`src/rtl/letter_scheduler.sv`:
```
// rtl/letter_scheduler.sv - falling-letter slot pool: frame motion, spawning, key matching, score/miss tracking
module letter_scheduler #(
  parameter int NUM_SLOTS    = 8,
  parameter int SPAWN_PERIOD = 30,
  parameter int X_LIMIT      = 470,
  parameter int MAX_MISS     = 10,
  localparam int IDX_W       = $clog2(NUM_SLOTS)
) (
  input  logic             clk,
  input  logic             rst,
  input  logic             frame_tick,
  input  logic [7:0]       gen_ch,
  input  logic [2:0]       gen_speed,
  input  logic [9:0]       gen_y,
  input  logic             key_valid,
  input  logic [7:0]       key_code,
  input  logic [IDX_W-1:0] rd_idx,
  output logic             rd_active,
  output logic [7:0]       rd_ch,
  output logic [8:0]       rd_x,
  output logic [9:0]       rd_y,
  output logic             hit_pulse,
  output logic             wrong_pulse,
  output logic             miss_pulse,
  output logic [15:0]      score,
  output logic [7:0]       miss_cnt,
  output logic             game_over
);
  localparam int CNT_W = $clog2(SPAWN_PERIOD);

  typedef enum logic [2:0] {IDLE, MOVE, SPAWN, KEY_SCAN, KEY_CLEAR} state_t;

  state_t           state, state_n;
  logic             active [NUM_SLOTS];
  logic [7:0]       ch_q   [NUM_SLOTS];
  logic [8:0]       x_q    [NUM_SLOTS];
  logic [9:0]       y_q    [NUM_SLOTS];
  logic [2:0]       spd_q  [NUM_SLOTS];
  logic [IDX_W-1:0] idx;
  logic [CNT_W-1:0] spawn_cnt;
  logic             pend_frame, pend_key;
  logic [7:0]       key_buf;
  logic             best_found;
  logic [IDX_W-1:0] best_idx;
  logic [8:0]       best_x;

  logic [9:0]       nx;
  logic             move_miss, last, spawn_due, halt, accept, scan_match;
  logic             free_found;
  logic [IDX_W-1:0] free_idx;

  assign rd_active = active[rd_idx];
  assign rd_ch     = ch_q[rd_idx];
  assign rd_x      = x_q[rd_idx];
  assign rd_y      = y_q[rd_idx];

  // halt also covers the cycle between miss_cnt reaching the limit and game_over latching
  assign halt   = game_over || (miss_cnt >= 8'(MAX_MISS));
  assign accept = !(state == IDLE && halt);

  always_comb begin
    state_n     = state;
    hit_pulse   = 1'b0;
    wrong_pulse = 1'b0;
    miss_pulse  = 1'b0;
    nx          = {1'b0, x_q[idx]} + 10'(spd_q[idx]);
    move_miss   = active[idx] && (nx >= 10'(X_LIMIT));
    last        = (idx == IDX_W'(NUM_SLOTS - 1));
    spawn_due   = (spawn_cnt == CNT_W'(SPAWN_PERIOD - 1));
    scan_match  = active[idx] && (ch_q[idx] == key_buf) && (!best_found || x_q[idx] > best_x);
    free_found  = 1'b0;
    free_idx    = '0;
    for (int i = NUM_SLOTS - 1; i >= 0; i--) begin
      if (!active[i]) begin
        free_found = 1'b1;
        free_idx   = IDX_W'(i);
      end
    end
    case (state)
      IDLE: begin
        if (!halt) begin
          if (pend_frame)    state_n = MOVE;
          else if (pend_key) state_n = KEY_SCAN;
        end
      end
      MOVE: begin
        miss_pulse = (state == MOVE) && move_miss;
        if (last) state_n = spawn_due ? SPAWN : IDLE;
      end
      SPAWN:    state_n = IDLE;
      KEY_SCAN: if (last) state_n = KEY_CLEAR;
      KEY_CLEAR: begin
        hit_pulse   = best_found;
        wrong_pulse = !best_found;
        state_n     = IDLE;
      end
      default:  state_n = IDLE;
    endcase
  end

  always_ff @(posedge clk) begin
    if (rst) begin
      state      <= IDLE;
      idx        <= '0;
      spawn_cnt  <= '0;
      pend_frame <= 1'b0;
      pend_key   <= 1'b0;
      key_buf    <= '0;
      best_found <= 1'b0;
      best_idx   <= '0;
      best_x     <= '0;
      score      <= '0;
      miss_cnt   <= '0;
      game_over  <= 1'b0;
      for (int i = 0; i < NUM_SLOTS; i++) begin
        active[i] <= 1'b0;
        ch_q[i]   <= '0;
        x_q[i]    <= '0;
        y_q[i]    <= '0;
        spd_q[i]  <= '0;
      end
    end else begin
      state     <= state_n;
      game_over <= game_over || (miss_cnt >= 8'(MAX_MISS));
      case (state)
        IDLE: begin
          best_found <= 1'b0;
          idx        <= '0;
          if (halt) begin
            pend_frame <= 1'b0;
            pend_key   <= 1'b0;
          end else if (pend_frame) begin
            pend_frame <= 1'b0;
          end
        end
        MOVE: begin
          if (move_miss) begin
            active[idx] <= 1'b0;
            ch_q[idx]   <= '0;
            x_q[idx]    <= '0;
            y_q[idx]    <= '0;
            spd_q[idx]  <= '0;
            if (miss_cnt != 8'hFF) miss_cnt <= miss_cnt + 8'd1;
          end else if (active[idx]) begin
            x_q[idx] <= nx[8:0];
          end
          idx <= idx + IDX_W'(1);
          if (last) spawn_cnt <= spawn_due ? '0 : spawn_cnt + CNT_W'(1);
        end
        SPAWN: begin
          if (free_found && !halt) begin
            active[free_idx] <= 1'b1;
            ch_q[free_idx]   <= gen_ch;
            x_q[free_idx]    <= '0;
            y_q[free_idx]    <= gen_y;
            spd_q[free_idx]  <= gen_speed;
          end
        end
        KEY_SCAN: begin
          if (scan_match) begin
            best_found <= 1'b1;
            best_idx   <= idx;
            best_x     <= x_q[idx];
          end
          idx <= idx + IDX_W'(1);
        end
        KEY_CLEAR: begin
          if (best_found) begin
            active[best_idx] <= 1'b0;
            ch_q[best_idx]   <= '0;
            x_q[best_idx]    <= '0;
            y_q[best_idx]    <= '0;
            spd_q[best_idx]  <= '0;
            if (score != 16'hFFFF) score <= score + 16'd1;
          end
          pend_key   <= 1'b0;
          best_found <= 1'b0;
        end
        default: ;
      endcase
      // Latch sets come last so an arrival is never lost to a same-cycle clear,
      // except while halted where all pending work is discarded.
      if (frame_tick && accept) pend_frame <= 1'b1;
      if (key_valid && !pend_key && accept) begin
        pend_key <= 1'b1;
        key_buf  <= key_code;
      end
    end
  end
endmodule

```
`config.mk`:
```
export PLATFORM = sky130hd
export DESIGN_NAME = letter_scheduler
export DESIGN_NICKNAME = d
export VERILOG_FILES = /design/src/rtl/letter_scheduler.sv
export SDC_FILE = /design/constraint.sdc
export NUM_CORES = 1
export LEC_CHECK = 0
export ABC_CLOCK_PERIOD_IN_PS = 9000
export CORE_MARGIN = 3
export CORE_UTILIZATION = 45
export CTS_BUF_LIST = sky130_fd_sc_hd__clkbuf_16
export CTS_CLUSTER_SIZE = 30
export DETAILED_ROUTE_END_ITERATION = 6
export PLACE_DENSITY = 0.66
export SLEW_MARGIN = 15
export SYNTH_ARGS = -nofsm -noshare
export SYNTH_HDL_FRONTEND = slang
export SYNTH_SLANG_ARGS = --single-unit
```
`constraint.sdc`:
```
create_clock -name clk -period 9 [get_ports clk]
set_input_delay 2.7 -clock clk [delete_from_list [all_inputs] [get_ports clk]]
set_output_delay 2.7 -clock clk [all_outputs]
set_load 0.05 [all_outputs]
```
# Yosys cells after proc, flatten, opt, wreduce, memory -nomap -nowiden
# Memories as Yosys holds them, arrays and structs flattened. A register that Yosys moved wholly into a read port is not among the register bits.
# Cells that the tools add are included.
# classes
n_addsub	5
order_cmp	3
eq_ne	15
muxes	108
bitwise_logic	1
reduce_logical	44
# ops
cell	n
$mux W3	39
$mux W1	53
$mux W9	4
$mux W10	3
$reduce_or A10 Y1	3
$reduce_or A9 Y1	3
$mux W8	3
$reduce_or A8 Y1	3
$add A16 B1 Y16 const B	1
$ne A16 B16 Y1 const B	1
$add A9 B3 Y10	1
$ge A10 B9 Y1 const B	1
$gt A9 B9 Y1	1
$logic_and A1 B1 Y1	9
$pmux W3 S3	1
$reduce_or A3 Y1	3
$add A8 B1 Y8 const B	1
$eq A8 B8 Y1	1
$ge A8 B4 Y1 const B	1
$ne A2 B2 Y1 const B	4
$ne A8 B8 Y1 const B	1
$reduce_and A2 Y1	4
$eq A3 B2 Y1 const B	2
$eq A3 B3 Y1 const B	2
20 further kinds	31
# word_totals
register_bits	59
ramBits	248
input_bits	36
output_inout_bits	56
elab_cells	193
n_memories	5
# mem_list
name	words	width	read_ports	rd_clocked_by_memory_dff	wr	line	text
y_q	8	10	1	0	8	37	logic [9:0] y_q [NUM_SLOTS];
x_q	8	9	2	1	8	36	logic [8:0] x_q [NUM_SLOTS];
ch_q	8	8	2	1	8	35	logic [7:0] ch_q [NUM_SLOTS];
spd_q	8	3	1	1	8	38	logic [2:0] spd_q [NUM_SLOTS];
active	8	1	10	1	8	34	logic active [NUM_SLOTS];

# Depth between registers and ports, before layout
# depth
word_depth	16
ltp_mapped	18
mapped_depth_nobuf	13

# Least setup slack after synthesis
# No wires, ideal clock.
# synth_path
path_kind	input -> output
from	input port rd_idx[0]
to	output port rd_active
t_arrival_ns	4.628
t_required_ns	6.300
setup_slack_ns	1.672
stages	4
n_path_buf	2
path_cell_list	clkbuf_1 -> buf_1 -> mux4_2 -> mux2_2
# synth_via
elab_chain_len	1
# synth_rtl
item	line	text
from (decl)	17	input logic [IDX_W-1:0] rd_idx,
$mem_v2 Z8 W1	-	
to (decl)	18	output logic rd_active,
# No other way between the ends.

# Final worst setup path
# layout_path
from	input port rd_idx[0]
to	output port rd_y[3]
# layout_via
elab_chain_len	1
# layout_rtl
item	line	text
$mem_v2 Z8 W10	-	
to (decl)	21	output logic [9:0] rd_y,
# No other way between the ends.

==> flow_metrics.py <==
metrics = {
    "outcome": {
        "status": "finished clean",
    },
    "grt": {
        "grtUsageTotal_pct": 21.3,
        "grt_pass1_wl_mm": 62.3,
        "antenna_found_initial": 1,
        "grt-ovfl-total": 0,
        "grt_pass1_vias": 10336,
        "grt_max_degree": 65,
    },
    "timing": {
        "slew_headroom_pct": 34.0,
        "finalHoldViolCount": 0,
        "tightestPinTransition_ps": 990,
        "finalSetupViolations": 0,
        "skew_ps": 20.5,
        "min_period_over_period_pct": 86.9,
        "finalHoldWorstSlack_ps": 453,
        "period_needed_ps": 7820,
        "fmax_mhz": 128,
        "fin_setup_tns_ps": 0,
        "drv_slew": 0,
        "rsz0062_at_grt": "no",
        "postLayoutSetupSlackWorst_ps": 1180,
    },
    "finish": {
        "regArea_mm2": 0.00869,
        "multi_input_area_mm2": 0.00685,
        "nFillCells": 2899,
        "drive_gt1_share_pct": 18.7,
        "n_antenna_cell": 0,
        "synthToLayoutAreaGrowth_pct": 16.2,
        "nets": 1335,
    },
    "yosys": {
        "avgSynthCellArea_um2": 13.4,
        "syn_area_mm2": 0.0160,
        "ys_seq_area_share_pct": 54.5,
        "ys_async_sr_fraction_pct": 0,
        "ys_types": 74,
        "ys_warn_count": 0,
        "syn_inst": 1189,
        "synth_commonest_cells": "248 x edfxtp_1, 154 x and2_1, 149 x nor2_1",
        "synth_edf_count": 248,
        "synth_top_area_share_pct": 46.7,
        "synth_most_common_cell": "edfxtp_1",
        "syn-num-nets": 1245,
        "ys_seq_elements": 310,
        "synthTopCellsByArea": "edfxtp_1 47%, mux4_2 12%, dfxtp_1 7.8%, and2_1 6.0%, nor2_1 3.5%",
        "yosys.area.top_type": "edfxtp_1",
        "ys_dominant_reg_cell": "edfxtp_1",
    },
    "floorplanning": {
        "core_area_mm2": 0.0347,
        "die_x_um": 194,
        "rows": 68,
        "dieArea_mm2": 0.0377,
        "io_pins": 92,
        "fp.dieH_um": 194,
        "start_util_pct": 46.0,
    },
    "clock_tree": {
        "clk_pin_slew_ps": 60,
        "clk_latency_ps": 520,
        "cts_tree": "built",
        "holdBufCountCts": 0,
        "cts_root_buf": "clkbuf_16",
        "cts_made_buffers": 36,
        "ctsHtreeMaxLevel": 2,
        "cts_setup_buffers": 0,
        "cts.sinks": 310,
        "clockBufferDepth": 3,
        "post_cts_resized": 0,
    },
    "detailed_routing": {
        "drc": 0,
        "drt_iter0_markers": 774,
        "routedWlPerCell_um": 22.9,
        "vias_per_cell": 5.75,
        "dr.pass1.iters": 5,
        "drt-total-wl_mm": 40.3,
        "ant_nets": 0,
        "vias": 10121,
    },
    "pwr": {
        "power_mw": 3.52,
        "power_density_mw_per_mm2": 190,
        "ir_drop_v": 0.000159,
        "leakagePower_nw": 6.55,
    },
    "worst_setup_path": {
        "max_stage_delay_ps": 700,
        "worstSetupPathType": "in -> out",
        "reg2reg_slack_ps": 4000,
        "critPathRequiredTime_ps": 6300,
        "crit_path_end_kind": "output port",
        "crit_arrival_ps": 5120,
        "crit_fanout": 29,
        "crit_slowest_cell": "clkdlybuf4s50_1",
        "critPathLaunchType": "primary input",
        "crit_top_cell": "buf_4",
        "path_cells": "buf_4 > buf_4 > mux4_2 > mux2_2 > clkdlybuf4s50_1",
    },
    "hold_path": {
        "hold_path_class": "reg -> reg",
    },
    "placement": {
        "gp_congestion": 0.791,
        "place_worst_setup_slack_ps": 1160,
        "dp_hpwl_mm": 24.6,
        "port_buffers": 91,
    },
    "job": {
        "cap_violations": 0,
    },
}
==> per-layer routing <==
| layer | GRT usage, % | vias to the layer above | routed length, um |
|---|---|---|---|
| li1 | - | 4640 | - |
| met1 | 27.7 | 5083 | 16500 |
| met2 | 37.1 | 337 | 20400 |
| met3 | 3.91 | 59 | 2560 |
| met4 | 5.64 | 2 | 865 |
| met5 | 0 | - | 11 |
==> layout make-up <==
cell class	instances	area share, %
multi-input cells	786	36.9
inverters	24	0.486
repair buffers	121	6.17
clock buffers	37	4.99
flip-flops and latches	310	46.9
clock inverters	28	1.48
well taps	455	3.07
==> power by group <==
part	switching (mW)	internal [mW]	total (mW)
logic	0.241	0.171	0.412
registers	0.0343	1.60	1.63
clock network	0.580	0.894	1.47
==> sequential cells by signal (all words and copies together) (netlist names), 3 cells and up, named ones only <==
signal and count:
y_q 80, x_q 72, ch_q 64, spd_q 24
score 16, best_x 9, active 8, key_buf 8
miss_cnt 8, spawn_cnt 5, best_idx 3, idx 3
state 3
==> critical path, delay by kind of cell <==
kind	cells	cell delay (ps)
buffers and inverters	3	1540
muxes	2	830
==> kinds of logic after synthesis <==
group / Yosys count / share of synthesized area [%]
simple gates: 472 / 15.8
fa+ha+maj: 20 / 1.62
mux: 171 / 18.9
compound gates: 90 / 4.49
xor+xnor: 33 / 1.81
buf+inv: 93 / 2.86
flops: 310 / 54.5
==> cells in the final DEF, fill, tap and decap left out, drive strengths merged, types with 4 or more instances in the layout <==
master,count
nor2,150
o31ai,6
o21ai,12
buf,34
nand3,17
mux2i,35
mux2,40
clkinv,13
xor2,18
bufinv,5
a21o,6
a21oi,14
ha,19
or4,5
nor3,12
dfxtp,62
a22oi,4
a211oi,18
o21a,6
and2,155
clkdlybuf4s50,87
xnor2,15
nor2b,6
inv,32
edfxtp,248
and3,29
nand4,17
mux4,96
nand2,53
clkbuf,37
nand2b,11
==> final timing paths <==
path                       to  cells past startpoint   startpoint
setup / recovery      rd_y[3]                      5    rd_idx[0]
hold / removal    best_idx[1]                      2  best_idx[1]
setup reg to reg    y_q[7][4]                     12     register
hold reg to reg   best_idx[1]                      2  best_idx[1]
==> metrics by stage <==
| step | util (%) | area [um^2] | std cells |
|---|---|---|---|
| after detailed placement | 50.0 | 17300 | 1696 |
| after global placement | 50.0 | 17300 | 1696 |
| final | 53.4 | 18500 | 1761 |
| after CTS | 53.4 | 18500 | 1761 |
| after floorplan | - | 16000 | 1189 |
| after global routing | 53.4 | 18500 | 1761 |
Note: power is estimated with default switching activity, not from simulation.
